--- src/rtl/sync_r2w_status_if.sv ---
// Write-side status bundle for the async FIFO: read-pointer input, push controls and
// write-domain pointer/flag outputs.
interface sync_r2w_status_if #(
    parameter int unsigned address_size = 3
);
    logic [address_size:0]   read_pointer;
    logic                    write_increment;
    logic                    write_overflow_clear;
    logic [address_size:0]   write_to_read_pointer;
    logic [address_size:0]   write_pointer;
    logic [address_size-1:0] write_address;
    logic                    write_full;
    logic                    write_almost_full;
    logic [address_size:0]   write_level;
    logic                    write_overflow;

    modport master (
        output read_pointer,
        output write_increment,
        output write_overflow_clear,
        input  write_to_read_pointer,
        input  write_pointer,
        input  write_address,
        input  write_full,
        input  write_almost_full,
        input  write_level,
        input  write_overflow
    );

    modport slave (
        input  read_pointer,
        input  write_increment,
        input  write_overflow_clear,
        output write_to_read_pointer,
        output write_pointer,
        output write_address,
        output write_full,
        output write_almost_full,
        output write_level,
        output write_overflow
    );
endinterface

--- src/rtl/sync_r2w_status.sv ---
// Write-domain side of the async FIFO: read-pointer synchroniser, write pointer ownership
// and registered full / almost-full / level / sticky overflow status.
module sync_r2w_status #(
    parameter int unsigned address_size      = 3,
    parameter int unsigned sync_stages       = 2,
    parameter int unsigned almost_full_level = 6
) (
    input logic              write_clk,
    input logic              write_reset_n,
    sync_r2w_status_if.slave status
);

    localparam int unsigned PtrWidth = address_size + 1;
    // Full when the write gray pointer equals the read gray pointer with its top two bits flipped.
    localparam logic [PtrWidth-1:0] FullMask = PtrWidth'(3) << (PtrWidth - 2);

    if (sync_stages < 2 || sync_stages > 4) begin : g_bad_sync_stages
        $error("sync_stages must be in 2..4");
    end
    if (almost_full_level < 1 || almost_full_level > (1 << address_size)) begin : g_bad_af_level
        $error("almost_full_level must be in 1..2^address_size");
    end

    function automatic logic [PtrWidth-1:0] gray_to_bin(input logic [PtrWidth-1:0] gray);
        logic [PtrWidth-1:0] bin;
        bin[PtrWidth-1] = gray[PtrWidth-1];
        for (int i = int'(PtrWidth) - 2; i >= 0; i--) begin
            bin[i] = bin[i+1] ^ gray[i];
        end
        return bin;
    endfunction

    logic [PtrWidth-1:0] sync_q [sync_stages];
    logic [PtrWidth-1:0] wbin_q, wbin_d;
    logic [PtrWidth-1:0] wgray_q, wgray_d;
    logic [PtrWidth-1:0] level_q, level_d;
    logic                full_q, full_d;
    logic                almost_full_q, almost_full_d;
    logic                overflow_q, overflow_d;

    logic [PtrWidth-1:0] synced_gray;
    logic [PtrWidth-1:0] rbin;
    logic                accept;

    // Plain flop chain; nothing may sit between stages.
    always_ff @(posedge write_clk or negedge write_reset_n) begin
        if (!write_reset_n) begin
            for (int i = 0; i < int'(sync_stages); i++) begin
                sync_q[i] <= '0;
            end
        end else begin
            sync_q[0] <= status.read_pointer;
            for (int i = 1; i < int'(sync_stages); i++) begin
                sync_q[i] <= sync_q[i-1];
            end
        end
    end

    assign synced_gray = sync_q[sync_stages-1];
    assign rbin        = gray_to_bin(synced_gray);

    always_comb begin
        accept        = status.write_increment & ~full_q;
        wbin_d        = wbin_q + PtrWidth'(accept);
        wgray_d       = wbin_d ^ (wbin_d >> 1);
        full_d        = (wgray_d == (synced_gray ^ FullMask));
        level_d       = wbin_d - rbin;
        almost_full_d = (level_d >= PtrWidth'(almost_full_level));
        // A rejected push on the same edge as a clear keeps the flag set.
        overflow_d    = (status.write_increment & full_q) |
                        (overflow_q & ~status.write_overflow_clear);
    end

    always_ff @(posedge write_clk or negedge write_reset_n) begin
        if (!write_reset_n) begin
            wbin_q        <= '0;
            wgray_q       <= '0;
            level_q       <= '0;
            full_q        <= 1'b0;
            almost_full_q <= 1'b0;
            overflow_q    <= 1'b0;
        end else begin
            wbin_q        <= wbin_d;
            wgray_q       <= wgray_d;
            level_q       <= level_d;
            full_q        <= full_d;
            almost_full_q <= almost_full_d;
            overflow_q    <= overflow_d;
        end
    end

    assign status.write_to_read_pointer = synced_gray;
    assign status.write_pointer         = wgray_q;
    assign status.write_address         = wbin_q[address_size-1:0];
    assign status.write_full            = full_q;
    assign status.write_almost_full     = almost_full_q;
    assign status.write_level           = level_q;
    assign status.write_overflow        = overflow_q;

endmodule

--- src/flat_wrapper.sv ---
// flat-port wrapper written by rule: the top's interface ports become plain ports
module sync_r2w_status_flat 
#(
    parameter int unsigned address_size      = 3,
    parameter int unsigned sync_stages       = 2,
    parameter int unsigned almost_full_level = 6
)
  (write_clk, write_reset_n, status_read_pointer, status_write_increment, status_write_overflow_clear, status_write_to_read_pointer, status_write_pointer, status_write_address, status_write_full, status_write_almost_full, status_write_level, status_write_overflow);
  sync_r2w_status_if #(.address_size(address_size)) status_i ();
  input logic write_clk;
  input logic write_reset_n;
  input wire logic [$bits(status_i.read_pointer)-1:0] status_read_pointer;
  input wire logic [$bits(status_i.write_increment)-1:0] status_write_increment;
  input wire logic [$bits(status_i.write_overflow_clear)-1:0] status_write_overflow_clear;
  output wire logic [$bits(status_i.write_to_read_pointer)-1:0] status_write_to_read_pointer;
  output wire logic [$bits(status_i.write_pointer)-1:0] status_write_pointer;
  output wire logic [$bits(status_i.write_address)-1:0] status_write_address;
  output wire logic [$bits(status_i.write_full)-1:0] status_write_full;
  output wire logic [$bits(status_i.write_almost_full)-1:0] status_write_almost_full;
  output wire logic [$bits(status_i.write_level)-1:0] status_write_level;
  output wire logic [$bits(status_i.write_overflow)-1:0] status_write_overflow;
  assign status_i.read_pointer = status_read_pointer;
  assign status_i.write_increment = status_write_increment;
  assign status_i.write_overflow_clear = status_write_overflow_clear;
  assign status_write_to_read_pointer = status_i.write_to_read_pointer;
  assign status_write_pointer = status_i.write_pointer;
  assign status_write_address = status_i.write_address;
  assign status_write_full = status_i.write_full;
  assign status_write_almost_full = status_i.write_almost_full;
  assign status_write_level = status_i.write_level;
  assign status_write_overflow = status_i.write_overflow;
  sync_r2w_status #(.address_size(address_size), .sync_stages(sync_stages), .almost_full_level(almost_full_level)) u_core (.write_clk(write_clk), .write_reset_n(write_reset_n), .status(status_i));
endmodule
--- config.mk ---
export PLATFORM = sky130hd
export DESIGN_NAME = sync_r2w_status_flat
export DESIGN_NICKNAME = d
export VERILOG_FILES = /design/src/rtl/sync_r2w_status_if.sv /design/src/rtl/sync_r2w_status.sv /design/src/flat_wrapper.sv
export SDC_FILE = /design/constraint.sdc
export NUM_CORES = 1
export LEC_CHECK = 0
export ABC_AREA = 1
export BUFFER_PORTS_ARGS = -buffer_cell sky130_fd_sc_hd__clkbuf_2
export CAP_MARGIN = 20
export CELL_PAD_IN_SITES_DETAIL_PLACEMENT = 0
export CELL_PAD_IN_SITES_GLOBAL_PLACEMENT = 1
export CORE_MARGIN = 1
export CORE_UTILIZATION = 36
export CTS_BUF_LIST = sky130_fd_sc_hd__clkbuf_8
export DETAILED_ROUTE_END_ITERATION = 8
export PLACE_DENSITY = 0.84
export SYNTH_ARGS = -nofsm -noshare
export SYNTH_HDL_FRONTEND = slang
export SYNTH_SLANG_ARGS = --single-unit
export TNS_END_PERCENT = 30
--- constraint.sdc ---
create_clock -name write_clk -period 2 [get_ports write_clk]
set_input_delay 0.2 -clock write_clk [delete_from_list [all_inputs] [get_ports write_clk]]
set_output_delay 0.2 -clock write_clk [all_outputs]
set_load 0.01 [all_outputs]
==> flow_summary.toml <==
[sta]
finClkSkew_ns = 0.00221
final_max_slew_viol_count = 0
final-setup-viol-count = 0
rsz0062_at_grt = "true"
hold_viol_final = 0
fmax_mhz = 508
hold_ws_ns = 0.0458
max_slew_margin_pct = 64.9
period_minus_slack_ns = 1.97
setup_ws_ns = 0.0296
period_share_pct = 98.5
worst_pin_slew_ns = 0.526

[clocking]
cts-buffers-inserted = 3
root_buffer = "clkbuf_8"
clockBufferDepth = 2
cts_sinks = 22
cts_tree = "built"
path_clk_slew_ns = 0.07
ctsHtreeMaxLevel = 1
insertion_delay_ns = 0.25

[synth]
synthArstFlopShare_pct = 100
synthesis.area_um2 = 976
synth_xor_area_share_pct = 6.03
netlist_instances = 97
synth-main-ff-cell = "dfrtp_1"
synth_warnings = 0
synth_seq_cells = 22
synthAdderAreaFrac_pct = 8.46
synthSimpleGateAreaFrac_pct = 18.1
postSynthAreaPerCell_um2 = 10.1
ys_types = 17
synth-edff-count = 0
synth_compound_area_share_pct = 1.79
ys_seq_area_share_pct = 56.4
muxShareOfSynthArea_pct = 0
synth_nets = 111
synth_top_family_by_area = "simple AND/OR/NAND/NOR gates"

[floorplan]
die_w_um = 54.1
row_count = 18
die_y_um = 54.1
num_io_pins = 26
core_area_mm2 = 0.00252
dieArea_mm2 = 0.00292
initial_utilization_pct = 38.7

[route]
drt-initial-drc-count = 19
drc = 0
vias = 746
wl_per_cell_um = 11.1
drtPass1Iterations = 4
routed_wl_um = 1780
via_per_inst = 4.66
ant_nets = 0

[final_layout]
final_util_pct = 50.4
final_cell_area_mm2 = 0.00127
area_growth_pct = 30.3
num-fill-cells = 248
drive_gt1_share_pct = 37.7
multi_input_area_um2 = 387
seqCellArea_um2 = 551
nNetsFinal = 146
antennaDiodeCount = 0

[power_and_ir_drop]
power_mw = 2.13
seqPwrFrac_pct = 32.0
peakVddDrop_v = 0.000933
powerDensity_mw_per_mm2 = 1680
p_leak_nw = 0.693
intPower_mw = 1.25
combPwrFrac_pct = 55.8
power_frac_clock_pct = 12.3
swShare_pct = 41.1
switchingPower_mw = 0.876

[flow_run]
maxCapViolations = 0

[place]
numPortBuffers = 25
post_dp_cell_area_mm2 = 0.00114
gp_congestion = 0.800
dp_slack_ns = 0.00478
place_hpwl_um = 1290

[status]
status = "completed"

[global_routing]
grt_pass1_wl_um = 2860
grt_pass1_vias = 705
grt.overflow.total = 0
antenna_found_initial = 0
grt_max_degree = 23
grtUsageTotal_pct = 14.5

[min_path]
hp-start = "status_read_pointer[1]"
hp-class = "in2reg"
min_path_cells = 1
holdPathEnd = "u_core.sync_q[5]$_DFF_PN0_"

[worst_setup_path]
worstPathRequired_ns = 2.14
r2r_start = "u_core.status.write_to_read_pointer[3]$_DFF_PN0_"
rrSetupSlack_ns = 0.03
reg2reg_depth = 8
worstSetupPathType = "reg2reg"
crit_fanout = 2
r2r_end = "u_core.status.write_almost_full$_DFF_PN0_"
arrival_ns = 2.11
start_kind = "flop"
setup.worst_path.end_class = "flop"
[power by group through the flow]
stage               Combinational, mW  Clock [mW]  Sequential, mW
global route                     1.34       0.287           0.698
detailed placement               1.01           0           0.688
global placement                0.983           0           0.685
CTS                              1.14       0.272           0.684
finish                           1.19       0.261           0.682
floorplan                       0.596           0           0.754
[sequential cells by signal (all words and copies together), names as in the netlist]
register	count
u_core.status.write_overflow	1
u_core.status.write_level	4
u_core.wbin_q	4
u_core.status.write_full	1
u_core.sync_q	4
u_core.status.write_almost_full	1
u_core.status.write_pointer	3
u_core.status.write_to_read_pointer	4
[critical path, cell delays in order, from the launching register on]
cell     delay [ns]
dfrtp_1        0.41
xnor2_2        0.25
xor2_2         0.11
xor2_1         0.17
ha_2           0.21
fa_2           0.54
inv_2          0.04
nand2_2        0.06
nand3_2        0.06
[how the worst max path moves through the flow]
stage,start,to,slack (ns),cells past startpoint
after floorplan,u_core.status.write_full$_DFF_PN0_,u_core.status.write_almost_full$_DFF_PN0_,0.09,8
after global placement,u_core.status.write_to_read_pointer[2]$_DFF_PN0_,u_core.status.write_almost_full$_DFF_PN0_,0.05,8
after detailed placement,u_core.status.write_full$_DFF_PN0_,u_core.status.write_almost_full$_DFF_PN0_,0.005,11
after CTS,u_core.status.write_to_read_pointer[2]$_DFF_PN0_,u_core.status.write_almost_full$_DFF_PN0_,0.0007,8
after global routing,u_core.status.write_to_read_pointer[3]$_DFF_PN0_,u_core.status.write_almost_full$_DFF_PN0_,-0.04,8
final,u_core.status.write_to_read_pointer[3]$_DFF_PN0_,u_core.status.write_almost_full$_DFF_PN0_,0.03,8
[cells in the final DEF, fill, tap and decap left out]
cell,count
a21oi_2,1
buf_4,8
clkbuf_2,25
clkbuf_8,3
dfrtp_1,22
dlygate4sd3_1,1
fa_2,1
ha_1,1
ha_2,2
ha_4,2
inv_1,15
inv_2,1
nand2_1,22
nand2_2,2
nand3_1,13
nand3_2,1
nand4_1,1
nor2_1,2
o21ai_0,1
o21bai_1,1
xnor2_2,2
xor2_1,2
xor2_2,1
[area by class of cell]
| cell class | instances | area share [%] |
|---|---|---|
| clock buffer | 3 | 3.25 |
| inverter | 16 | 4.72 |
| multi-input combinational | 55 | 30.4 |
| sequential | 22 | 43.3 |
| tap | 30 | 2.95 |
| timing repair buffer | 34 | 15.4 |
[cells by family (layout without fill, tap and decap cells)]
group           after synthesis  after routing
xor+xnor                      5              5
flops                        22             22
compound gates                3              3
simple gates                 41             41
fa+ha+maj                     6              6
buf+inv                      20             53
[cells in the mapped netlist, types with 2 or more instances]
cell type	instances	area share [%]
nand2_1	23	8.8
ha_1	5	6.4
dfrtp_1	22	56
inv_1	16	6.2
nor2_1	2	0.77
xor2_1	2	1.8
nand3_1	14	7.2
buf_4	4	3.1
[metal layers]
layer,global-route usage (%),vias up,routed length [um]
li1,-,364,-
met1,16.7,352,766
met4,8.12,0,38
met5,0,-,0
met2,24.7,25,873
met3,3.39,5,97
[repair_timing]
action,in CTS,in global routing
gates cloned,0,0
pin swaps,2,6
setup buffers,3,1
hold endpoints to repair,22,0
resized for setup,6,4
hold buffers,1,0
setup endpoints to repair,1,2
[through the flow]
stage	TNS [ns]	std cells
after CTS	0	159
after global placement	0	152
final	0	160
after detailed placement	0	152
after global routing	-0.0392	160
after floorplan	0	97
(Power assumes the default switching activity.)
